===== src/rtl/vga_sync_gen.sv =====
// VGA 640x480@60 timing generator: pixel-rate divider, H/V pixel counters and
// a registered sync/colour pin stage that trails the counters by one pixel.
module vga_sync_gen #(
  parameter int DIV    = 2,
  parameter int H_VIS  = 640,
  parameter int H_FP   = 16,
  parameter int H_SYNC = 96,
  parameter int H_BP   = 48,
  parameter int V_VIS  = 480,
  parameter int V_FP   = 10,
  parameter int V_SYNC = 2,
  parameter int V_BP   = 33
) (
  input  logic       clk,
  input  logic       reset,
  input  logic [2:0] rgb_in,
  output logic [9:0] HCount,
  output logic [9:0] VCount,
  output logic       video_on,
  output logic       pixel_tick,
  output logic       frame_start,
  output logic       hsync,
  output logic       vsync,
  output logic [2:0] rgb
);

  localparam int DW = (DIV > 1) ? $clog2(DIV) : 1;
  localparam logic [DW-1:0] D_MAX = DW'(DIV - 1);

  localparam logic [9:0] H_MAX      = 10'(H_VIS + H_FP + H_SYNC + H_BP - 1);
  localparam logic [9:0] V_MAX      = 10'(V_VIS + V_FP + V_SYNC + V_BP - 1);
  localparam logic [9:0] H_VIS_L    = 10'(H_VIS);
  localparam logic [9:0] V_VIS_L    = 10'(V_VIS);
  localparam logic [9:0] HS_FIRST   = 10'(H_VIS + H_FP);
  localparam logic [9:0] HS_LAST    = 10'(H_VIS + H_FP + H_SYNC - 1);
  localparam logic [9:0] VS_FIRST   = 10'(V_VIS + V_FP);
  localparam logic [9:0] VS_LAST    = 10'(V_VIS + V_FP + V_SYNC - 1);

  logic [DW-1:0] r_d;

  logic       w_hWrap;
  logic       w_vWrap;
  logic [9:0] w_hNext;
  logic [9:0] w_vNext;
  logic       w_videoNext;
  logic       w_hsyncNext;
  logic       w_vsyncNext;

  // The divider is the only state that moves between pixel ticks.
  always_ff @(posedge clk) begin
    if (reset) begin
      r_d <= '0;
    end else if (pixel_tick) begin
      r_d <= '0;
    end else begin
      r_d <= r_d + 1'b1;
    end
  end

  assign pixel_tick = (r_d == D_MAX);

  always_comb begin
    w_hWrap     = (HCount == H_MAX);
    w_vWrap     = (VCount == V_MAX);
    w_hNext     = w_hWrap ? 10'd0 : HCount + 10'd1;
    w_vNext     = VCount;
    if (w_hWrap) begin
      w_vNext = w_vWrap ? 10'd0 : VCount + 10'd1;
    end
    w_videoNext = (w_hNext < H_VIS_L) && (w_vNext < V_VIS_L);
    w_hsyncNext = !((HCount >= HS_FIRST) && (HCount <= HS_LAST));
    w_vsyncNext = !((VCount >= VS_FIRST) && (VCount <= VS_LAST));
  end

  assign frame_start = pixel_tick && w_hWrap && w_vWrap;

  // Counters reset to the last pixel so the first tick lands on (0,0).
  always_ff @(posedge clk) begin
    if (reset) begin
      HCount   <= H_MAX;
      VCount   <= V_MAX;
      video_on <= 1'b0;
    end else if (pixel_tick) begin
      HCount   <= w_hNext;
      VCount   <= w_vNext;
      video_on <= w_videoNext;
    end
  end

  // Pins decode the pre-edge counters, giving one pixel of shared lag.
  always_ff @(posedge clk) begin
    if (reset) begin
      hsync <= 1'b1;
      vsync <= 1'b1;
      rgb   <= 3'b000;
    end else if (pixel_tick) begin
      hsync <= w_hsyncNext;
      vsync <= w_vsyncNext;
      rgb   <= video_on ? rgb_in : 3'b000;
    end
  end

endmodule


===== config.mk =====
export PLATFORM = sky130hd
export DESIGN_NAME = vga_sync_gen
export DESIGN_NICKNAME = d
export VERILOG_FILES = /design/src/rtl/vga_sync_gen.sv
export SDC_FILE = /design/constraint.sdc
export NUM_CORES = 1
export LEC_CHECK = 0
export CAP_MARGIN = 20
export CORE_MARGIN = 2
export CORE_UTILIZATION = 50
export DETAILED_ROUTE_END_ITERATION = 6
export GPL_TIMING_DRIVEN = 0
export PLACE_DENSITY = 0.81
export SYNTH_ARGS = -nofsm -noshare
export SYNTH_HDL_FRONTEND = slang
export SYNTH_SLANG_ARGS = --single-unit

===== constraint.sdc =====
create_clock -name clk -period 2.4 [get_ports clk]
set_input_delay 0.48 -clock clk [delete_from_list [all_inputs] [get_ports clk]]
set_output_delay 0.48 -clock clk [all_outputs]
set_load 0.02 [all_outputs]

==> impl_metrics.py <==
metrics = {
    "cts": {
        "cts.clk_slew.worst_paths_ps": 140,
        "cts_max_path_buffers": 2,
        "clk_latency_ps": 330,
        "postCtsHoldBufs": 0,
        "cts-root-buf": "clkbuf_4",
        "h-tree-depth": 1,
        "cts_buffers": 3,
        "cts_sinks": 27,
        "cts_tree": "done",
    },
    "place": {
        "gp_congestion": 0.826,
        "place_inst": 267,
        "port_buffers": 32,
        "post-dp-hpwl_mm": 2.72,
        "place_area_um2": 1950,
    },
    "sta": {
        "timing_hold_violations_final": 0,
        "fin_crit_ps": 2260,
        "tns_ps": 0,
        "slew_headroom_pct": 64.7,
        "skew_ps": 7.66,
        "tightest_slew_ps": 530,
        "period_share_pct": 94.3,
        "rsz0062_at_grt": "no",
        "worst_hold_slack_ps": 476,
        "slew_viol_final": 0,
        "setup_viol": 0,
        "max_freq_ghz": 0.442,
    },
    "global_routing": {
        "grt_usage_pct": 23.5,
        "antenna_found_initial": 0,
        "grt_pass1_vias": 1373,
        "grt_pass1_wl_mm": 6.44,
        "gr-total-overflow": 0,
        "grt_max_degree": 15,
    },
    "route": {
        "first_pass_iters": 4,
        "drt-total-wl_mm": 3.83,
        "wire_per_inst_um": 14.0,
        "via_per_inst": 5.71,
        "post-route-drc-count": 0,
        "antenna_left": 0,
        "drtIter0Drc": 85,
        "via_count": 1560,
    },
    "setup_path": {
        "crit_chain": "inv_1 > ha_1 > nor4b_2 > nand4_1 > nor3_2 > buf_2",
        "cp-start-kind": "flip-flop",
        "crit_required_ps": 1920,
        "cp-end-kind": "output port",
        "critPathBufInv": 2,
        "arrival_ps": 1780,
        "slowest_stage": "dfxtp_2",
        "critPathTopFamily": "simple AND/OR/NAND/NOR gates",
        "crit_path_max_fanout": 6,
        "path_class": "flip-flop to output port",
        "cpPeakStageDelay_ps": 370,
    },
    "cells_and_area": {
        "utilization_pct": 65.9,
        "fill_cells": 270,
        "drive_above_1_share_pct": 13.1,
        "syn_to_final_growth_pct": 27.1,
        "fin_area_um2": 2000,
        "final_nets": 240,
        "diodes": 0,
        "layout.cells.non_filler": 273,
    },
    "synth": {
        "synth_cells": 191,
        "synth.distinct_cells": 50,
        "syn_area_um2": 1570,
        "yosys-top-cells-area": "dfxtp_1, a21oi_1, nand2_1, ha_1, nand3_1",
        "syn_avg_cell_area_um2": 8.22,
        "synth_top_cell_by_area": "dfxtp_1",
        "seq_area_frac_synth_pct": 34.4,
        "ys_warn_count": 0,
        "synth.most_common_cell": "dfxtp_1",
        "synth_edf_count": 0,
        "ys_seq_elements": 27,
        "syn_nets": 201,
        "async_reset_ff_share_pct": 0,
        "synth.top_cells.by_count": "dfxtp_1, nand2_1, a21oi_1",
        "ys.flop_type": "dfxtp_1",
        "yosys.area.top_type_share_pct": 34.4,
    },
    "floorplanning": {
        "die_w_um": 60.0,
        "start_util_pct": 51.9,
        "die_y_um": 60.0,
        "die_area_um2": 3600,
        "placementRows": 20,
        "fp.coreArea_um2": 3030,
        "ios": 33,
    },
    "run": {
        "cap_violations": 0,
    },
    "min_path": {
        "hp-class": "flip-flop to flip-flop",
    },
    "power_and_ir_drop": {
        "ir_worst_vdd_v": 0.000298,
        "p_leak_nw": 0.733,
        "p_per_area_nw_per_um2": 571,
    },
    "status": {
        "status": "finished clean",
    },
}
-- final timing paths --
kind,from,endpoint,slack [ps],depth (start not counted)
max,VCount[0],frame_start,140,6
min,rgb[0],rgb[0],480,2
max reg2reg,HCount[1],video_on,430,6
min reg2reg,rgb[0],rgb[0],480,2
-- sequential cells by signal, summed over array words and instances (netlist names) --
| signal | cells |
|---|---|
| vsync | 1 |
| pixel_tick | 1 |
| HCount | 10 |
| rgb | 3 |
| video_on | 1 |
| VCount | 10 |
| hsync | 1 |
-- stage by stage --
stage	worst slack [ps]	total power, mW
floorplan	240	0.794
global route	41.1	1.20
detailed placement	-193	0.919
finish	137	1.14
global placement	-175	0.914
CTS	29.8	1.13
-- layer usage --
layer  GRT usage, %  up-vias  wire (um)
met4           6.98        0         48
met3           4.76        5        137
met2           35.6       41       1780
met5              0        -          0
met1           33.6      732       1860
li1               -      782          -
-- cells in the final DEF, fill, tap and decap left out, drive strengths merged --
master          n
dfxtp          27
nor4b           2
nand2          20
mux2i           4
a211o           2
nand3          13
clkbuf          8
and2            2
o211a           1
nand4           9
a21oi          19
and3b           1
ha              5
xor2            2
a31o            1
o311ai          2
and3            8
nor3b           1
o22ai           1
clkdlybuf4s50  31
o2111ai         2
or3             3
o31ai           1
nand4b          1
inv             8
a221o           1
buf             9
a211oi          2
o211ai          2
nor2           15
nor3            7
o21ai          13
and4            4
a32o            1
nor4            1
-- logic make-up (layout without fill, tap and decap cells) --
family	count (synthesis)	in the layout	synth area share (%)
adders and majority gates	5	5	3.98
muxes	4	4	2.55
and+or+nand+nor	87	87	31.3
DFF	27	27	34.4
xor gates and xnor gates	2	2	1.12
buffers and inverters	18	56	7.01
AOI/OAI and AO/OA	48	48	19.6
-- report_power, final --
part	internal, mW	leakage [nW]	switching (mW)
registers	0.476	0.220	0.0427
logic	0.189	0.498	0.225
clock network	0.0653	0.0150	0.141
total	0.730	0.733	0.408
-- final cells by class --
class / count / area [um^2] / share of cell area, %
Multi-Input combinational cell: 146 / 931 / 46.6
Sequential cell: 27 / 543 / 27.2
Timing Repair Buffer: 34 / 330 / 16.6
Buffer: 10 / 80.1 / 4.01
Tap cell: 44 / 55.1 / 2.76
Inverter: 8 / 30.0 / 1.50
Clock buffer: 4 / 26.3 / 1.32
-- timing repair --
action                                  CTS  global route
endpoints found under the setup margin    1             1
gates cloned                              0             0
buffers inserted                          1             1
resized for setup                         6             3
pin swaps                                 1             1
-- tightest hold or removal path, cell delays in order (launching register included) --
cell     delay (ps)
dfxtp_1         340
nand2_1          60
a21oi_1          50
(Power assumes the default switching activity.)
